[config.mk]
export PLATFORM = sky130hd
export DESIGN_NAME = mem_access_ctrl_flat
export DESIGN_NICKNAME = d
export VERILOG_FILES = /design/src/rtl/mem_access_ctrl_if.sv /design/src/rtl/mem_access_ctrl.sv /design/src/flat_wrapper.sv
export SDC_FILE = /design/constraint.sdc
export NUM_CORES = 1
export LEC_CHECK = 0
export ABC_AREA = 1
export CAP_MARGIN = 20
export CORE_MARGIN = 3
export CORE_UTILIZATION = 41
export CTS_BUF_LIST = sky130_fd_sc_hd__clkbuf_8 sky130_fd_sc_hd__clkbuf_16
export CTS_CLUSTER_DIAMETER = 200
export DETAILED_ROUTE_END_ITERATION = 12
export GPL_TIMING_DRIVEN = 0
export PLACE_DENSITY = 0.76
export REMOVE_ABC_BUFFERS = 1
export SLEW_MARGIN = 20
export SYNTH_ARGS = -nofsm -noshare
export SYNTH_HDL_FRONTEND = slang
export SYNTH_SLANG_ARGS = --single-unit
[constraint.sdc]
create_clock -name clk -period 1.45 [get_ports clk]
set_input_delay 0.29 -clock clk [delete_from_list [all_inputs] [get_ports clk]]
set_output_delay 0.29 -clock clk [all_outputs]
set_load 0.01 [all_outputs]
[src/rtl/mem_access_ctrl_if.sv]
// mem_access_ctrl_if: word-wide request/acknowledge memory bus.
// Ports (signals):
//   mem_req   level request, held until ack or timeout
//   mem_we    1 = write
//   mem_addr  word-aligned byte address
//   mem_be    byte enables
//   mem_wdata lane-replicated store data
//   mem_ack   one-cycle completion from memory
//   mem_rdata read word, valid with mem_ack
// Modports: master (controller side), slave (memory side).
interface mem_access_ctrl_if;
  logic        mem_req;
  logic        mem_we;
  logic [31:0] mem_addr;
  logic [3:0]  mem_be;
  logic [31:0] mem_wdata;
  logic        mem_ack;
  logic [31:0] mem_rdata;
  modport master (output mem_req, mem_we, mem_addr, mem_be, mem_wdata, input mem_ack, mem_rdata);
  modport slave (input mem_req, mem_we, mem_addr, mem_be, mem_wdata, output mem_ack, mem_rdata);
endinterface

[src/rtl/mem_access_ctrl.sv]
// mem_access_ctrl: stalls the pipeline while one load/store is carried out over a req/ack memory bus.
// Ports:
//   clk, rst                 clock; asynchronous active-low reset
//   MemRead_in, MemWrite_in  access request flags (both set = write)
//   BHW_in                   size: 00 word, 01 halfword, 10 byte, 11 word
//   DataMemExtendSign_in     1 = sign-extend sub-word loads
//   ALUResult_in             byte address
//   ReadData2_in             store data
//   mem                      memory bus (master side)
//   Stall_out                pipeline hold
//   LoadData_out             extended load result, held until the next completion
//   Timeout_out              one-cycle pulse in DONE after an unacknowledged request
//   Misaligned_out           one-cycle pulse for a rejected misaligned access
module mem_access_ctrl #(
  parameter int unsigned TIMEOUT = 16
) (
  input  logic              clk,
  input  logic              rst,
  input  logic              MemRead_in,
  input  logic              MemWrite_in,
  input  logic [1:0]        BHW_in,
  input  logic              DataMemExtendSign_in,
  input  logic [31:0]       ALUResult_in,
  input  logic [31:0]       ReadData2_in,
  mem_access_ctrl_if.master mem,
  output logic              Stall_out,
  output logic [31:0]       LoadData_out,
  output logic              Timeout_out,
  output logic              Misaligned_out
);
  typedef enum logic [1:0] {IDLE, REQ, DONE} state_t;
  state_t      state, nextState;
  logic [7:0]  cnt;
  logic [31:0] addrReg, wdataReg;
  logic [3:0]  beReg;
  logic [1:0]  sizeReg;
  logic        signReg, writeReg;
  logic        valid, misaligned, start, timedOut;
  logic [3:0]  beNext;
  logic [31:0] wdataNext, loadNext;
  logic [7:0]  laneByte;
  logic [15:0] laneHalf;
  assign valid      = MemRead_in | MemWrite_in;
  assign misaligned = (BHW_in == 2'b01 && ALUResult_in[0]) ||
                      ((BHW_in == 2'b00 || BHW_in == 2'b11) && ALUResult_in[1:0] != 2'b00);
  assign beNext    = BHW_in == 2'b01 ? (ALUResult_in[1] ? 4'b1100 : 4'b0011) :
                     BHW_in == 2'b10 ? 4'b0001 << ALUResult_in[1:0] : 4'b1111;
  assign wdataNext = BHW_in == 2'b01 ? {2{ReadData2_in[15:0]}} :
                     BHW_in == 2'b10 ? {4{ReadData2_in[7:0]}} : ReadData2_in;
  // Lane selection uses the latched address so the result matches the issued request.
  assign laneByte = mem.mem_rdata[{addrReg[1:0], 3'b000} +: 8];
  assign laneHalf = addrReg[1] ? mem.mem_rdata[31:16] : mem.mem_rdata[15:0];
  assign loadNext = writeReg          ? 32'd0 :
                    sizeReg == 2'b10  ? {{24{signReg & laneByte[7]}}, laneByte} :
                    sizeReg == 2'b01  ? {{16{signReg & laneHalf[15]}}, laneHalf} : mem.mem_rdata;
  always_comb begin
    nextState = state;
    start     = 1'b0;
    timedOut  = 1'b0;
    case (state)
      IDLE: begin
        start     = valid && !misaligned;
        nextState = start ? REQ : IDLE;
      end
      REQ: begin
        // An ack on the final counted cycle still wins over the timeout.
        timedOut  = !mem.mem_ack && cnt == TIMEOUT[7:0];
        nextState = (mem.mem_ack || timedOut) ? DONE : REQ;
      end
      default: nextState = IDLE;
    endcase
  end
  // Gated by rst so nothing combinational leaks out while reset is held.
  assign Stall_out      = rst && (state == REQ || start);
  assign Misaligned_out = rst && state == IDLE && valid && misaligned;
  assign mem.mem_req    = state == REQ;
  assign mem.mem_we     = state == REQ && writeReg;
  assign mem.mem_be     = state == REQ ? beReg : 4'b0000;
  assign mem.mem_addr   = {addrReg[31:2], 2'b00};
  assign mem.mem_wdata  = wdataReg;
  always_ff @(posedge clk or negedge rst) begin
    if (!rst) state <= IDLE;
    else state <= nextState;
  end
  always_ff @(posedge clk or negedge rst) begin
    if (!rst) begin
      cnt          <= 8'd0;
      addrReg      <= 32'd0;
      wdataReg     <= 32'd0;
      beReg        <= 4'b0000;
      sizeReg      <= 2'b00;
      signReg      <= 1'b0;
      writeReg     <= 1'b0;
      LoadData_out <= 32'd0;
      Timeout_out  <= 1'b0;
    end else begin
      if (start) begin
        addrReg  <= ALUResult_in;
        wdataReg <= wdataNext;
        beReg    <= beNext;
        sizeReg  <= BHW_in;
        signReg  <= DataMemExtendSign_in;
        writeReg <= MemWrite_in;
      end
      cnt <= start ? 8'd1 : (state == REQ && nextState == REQ) ? cnt + 8'd1 : 8'd0;
      if (state == REQ && mem.mem_ack) LoadData_out <= loadNext;
      else if (timedOut) LoadData_out <= 32'd0;
      Timeout_out <= timedOut;
    end
  end
endmodule

[src/flat_wrapper.sv]
// flat-port wrapper written by rule: the top's interface ports become plain ports
module mem_access_ctrl_flat 
#(
  parameter int unsigned TIMEOUT = 16
)
  (clk, rst, MemRead_in, MemWrite_in, BHW_in, DataMemExtendSign_in, ALUResult_in, ReadData2_in, Stall_out, LoadData_out, Timeout_out, Misaligned_out, mem_mem_req, mem_mem_we, mem_mem_addr, mem_mem_be, mem_mem_wdata, mem_mem_ack, mem_mem_rdata);
  mem_access_ctrl_if mem_i ();
  input  logic clk;
  input  logic rst;
  input  logic MemRead_in;
  input  logic MemWrite_in;
  input  logic [1:0] BHW_in;
  input  logic DataMemExtendSign_in;
  input  logic [31:0] ALUResult_in;
  input  logic [31:0] ReadData2_in;
  output logic Stall_out;
  output logic [31:0] LoadData_out;
  output logic Timeout_out;
  output logic Misaligned_out;
  output wire logic [$bits(mem_i.mem_req)-1:0] mem_mem_req;
  output wire logic [$bits(mem_i.mem_we)-1:0] mem_mem_we;
  output wire logic [$bits(mem_i.mem_addr)-1:0] mem_mem_addr;
  output wire logic [$bits(mem_i.mem_be)-1:0] mem_mem_be;
  output wire logic [$bits(mem_i.mem_wdata)-1:0] mem_mem_wdata;
  input wire logic [$bits(mem_i.mem_ack)-1:0] mem_mem_ack;
  input wire logic [$bits(mem_i.mem_rdata)-1:0] mem_mem_rdata;
  assign mem_mem_req = mem_i.mem_req;
  assign mem_mem_we = mem_i.mem_we;
  assign mem_mem_addr = mem_i.mem_addr;
  assign mem_mem_be = mem_i.mem_be;
  assign mem_mem_wdata = mem_i.mem_wdata;
  assign mem_i.mem_ack = mem_mem_ack;
  assign mem_i.mem_rdata = mem_mem_rdata;
  mem_access_ctrl #(.TIMEOUT(TIMEOUT)) u_core (.clk(clk), .rst(rst), .MemRead_in(MemRead_in), .MemWrite_in(MemWrite_in), .BHW_in(BHW_in), .DataMemExtendSign_in(DataMemExtendSign_in), .ALUResult_in(ALUResult_in), .ReadData2_in(ReadData2_in), .mem(mem_i), .Stall_out(Stall_out), .LoadData_out(LoadData_out), .Timeout_out(Timeout_out), .Misaligned_out(Misaligned_out));
endmodule
==> reports/qor.txt <==
initial antenna violation count: 1
final WL: 21.9 mm
Post-DP Area: 7840 um^2
Num CTS Buffers: 17
Synth async-reset ratio: 100%
FF-to-FF Start: u_core.state[1]
post-route insts no fill: 1193
clock sink count: 115
Ys Warns: 0
Post-Synthesis Cells: 779
Vias: 6254
worst min-delay path category: input pin to asynchronous set/reset pin
Setup violations, final: 107
Power, Total: 18.9 mW
largest net degree at the start of global routing: 80
commonest cells after routing, fill and taps aside: 279 x nand2_1, 113 x dfrtp_1, 99 x clkdlybuf4s50_1
total grt overflow: 0
setup_tns: -13090 ps
commonest non-fill, non-tap cell in the layout: nand2_1
fin crit share: 130%
Final Skew: 9.91 ps
final hold viol count: 38
cells on worst reg2reg path: 9
Post-layout nets: 1108
worst r2r dst: u_core.LoadData_out[23]
Reg power frac: 29.0%
WL per Instance: 18.3 um
deepest clock path buffer count: 2
Placed Cells: 1096
P_sw: 7.59 mW
Crit. End Element: output pin
Initial Util: 42.3%
Clk pwr share: 23.2%
Routed Antenna Nets: 0
Comb power frac: 47.9%
share of layout cells above drive strength 1: 20.2%
Sw Ratio: 40.2%
die area: 16000 um^2
cell-internal power: 11.3 mW
GRT Total Usage: 26.4%
synth unique cells: 27
drt pass-1 iters: 8
CTS H-tree depth: 4
max-cap viol count: 0
Post-synth EDFFs: 0
vias per inst: 5.24
first-pass GRT wire length: 33.0 mm
CTS tree: done
Post-Syn Area: 5940 um^2
Seq/Total Area, Yosys: 48.5%
Reg clk slew, reported paths: 50 ps
critical path class: flip-flop to output pin
post-synthesis sequential element count: 115
# IOs: 209
RSZ-0062 raised after global routing: true
actual slew at the worst max-slew pin: 811 ps
HPWL after DPL: 11.7 mm
Leak: 4.80 nW
fin. max-slew vios: 0
drt drc: 0
Clk Latency, worst-skew pair: 420 ps
Root Buffer: clkbuf_16
synthesized area per cell: 7.62 um^2
die span in x: 126 um
required time of the critical path: 1160 ps
outcome: finished, violations left
pwr/cell area: 1980 nW/um^2
Data arrival, critical path: 1600 ps
Die Ht: 126 um
flop-to-flop setup slack: -250 ps
area grow syn2layout: 61.0%
startpoint types: flip-flop
Final min period: 1890 ps
VDD IR max: 0.000935 V
cell area after layout: 9560 um^2
smallest hold slack: -221 ps
crit-path max FO: 7
1st-iter DRT viols: 496
Primary FF master, synth: dfrtp_1
# rows: 43
CORE AREA: 14000 um^2
Rel. slew slack: 45.8%
fmax: 0.529 GHz
final worst slack: -439 ps
gp weighted congestion: 0.811
PortBufs: 206
number of global-route vias before repair: 6181
failing checks: negative hold slack, negative setup slack
==> cell type report <==
class	instances	area (um^2)
Timing Repair inverter	3	61.3
Fill cell	1141	4480
Clock inverter	13	168
Multi-Input combinational cell	558	3060
Inverter	45	196
Tap cell	180	225
Clock buffer	18	439
Antenna cell	1	2.50
Sequential cell	115	2880
Timing Repair Buffer	260	2530
==> per-stage QoR <==
step | utilization, % | worst slack [ps]
6_report | 68.1 | -439
5_1_grt | 68.1 | -517
4_1_cts | 65.7 | -447
3_5_place_dp | 55.9 | -1680
3_3_place_gp | 55.4 | -4620
2_1_floorplan | - | -2160
==> power by group through the flow <==
stage | Combinational, mW | Clock, mW | Sequential, mW
after floorplan | 3.03 | 0 | 5.94
after global placement | 7.36 | 0 | 5.50
after detailed placement | 7.48 | 0 | 5.50
after CTS | 8.45 | 4.40 | 5.45
after global routing | 9.86 | 4.56 | 5.63
final | 9.05 | 4.38 | 5.48
==> what timing repair did <==
| item | CTS | global route |
|---|---|---|
| setup endpoints to repair | 217 | 111 |
| gates cloned | 15 | 5 |
| hold endpoints to repair | 38 | 38 |
| pin swaps | 16 | 34 |
| setup buffers | 42 | 10 |
| resized for setup | 228 | 68 |
==> worst max-delay path, cell delays in order (launching register included) <==
cell	delay, ps
dfrtp_1	410
buf_4	150
buf_6	110
nor2_4	170
inv_4	90
a21boi_2	120
buf_2	140
==> synth_stat cells, types with 5 or more instances <==
library cell  number  area share (%)
o21ai_1            9            0.76
nor2_1            48             3.0
nand2_1          290              18
o211ai_1          15             1.9
or2_0              5            0.53
buf_4             36             4.6
nand3_1           92             7.8
inv_1             42             2.7
o21ai_0           39             3.3
dfrtp_1          115              48
buf_2             27             2.3
a21oi_1           20             1.7
==> metal layers <==
metal	global-route usage, %	wire (um)	up-vias
li1	-	-	2909
met1	30.9	8180	2942
met2	43.1	10500	347
met3	9.77	2490	56
met4	12.3	691	0
met5	0	0	-
==> cells by family (layout without fill, tap and decap cells) <==
kind of cell	count (synthesis)	count (layout)	share of synthesized area [%]
DFF	115	115	48.5
and+or+nand+nor	454	464	31.8
other	1	3	0.0632
AOI/OAI and AO/OA	84	84	7.75
buffers and inverters	117	339	10.5
xor gates and xnor gates	4	4	0.590
adders and majority gates	4	4	0.843
==> flip-flops by register name (all words and copies together), names as in the netlist <==
name / count
u_core.sizeReg: 2
u_core.Timeout_out: 1
u_core.state: 2
u_core.mem.mem_wdata: 32
u_core.writeReg: 1
u_core.signReg: 1
u_core.beReg: 4
u_core.addrReg: 32
u_core.cnt: 8
u_core.LoadData_out: 32
==> how the worst max path moves through the flow <==
| stage | startpoint | endpoint | slack (ps) | cells after the start |
|---|---|---|---|---|
| 2_1_floorplan | BHW_in[0] | u_core.beReg[2] | -2160 | 9 |
| 3_3_place_gp | BHW_in[0] | u_core.beReg[2] | -4620 | 10 |
| 3_5_place_dp | BHW_in[0] | Stall_out | -1680 | 8 |
| 4_1_cts | u_core.state[0] | Stall_out | -450 | 6 |
| 5_1_grt | u_core.state[1] | Stall_out | -520 | 6 |
| 6_report | u_core.state[1] | Stall_out | -440 | 6 |
(Power assumes the default switching activity.)
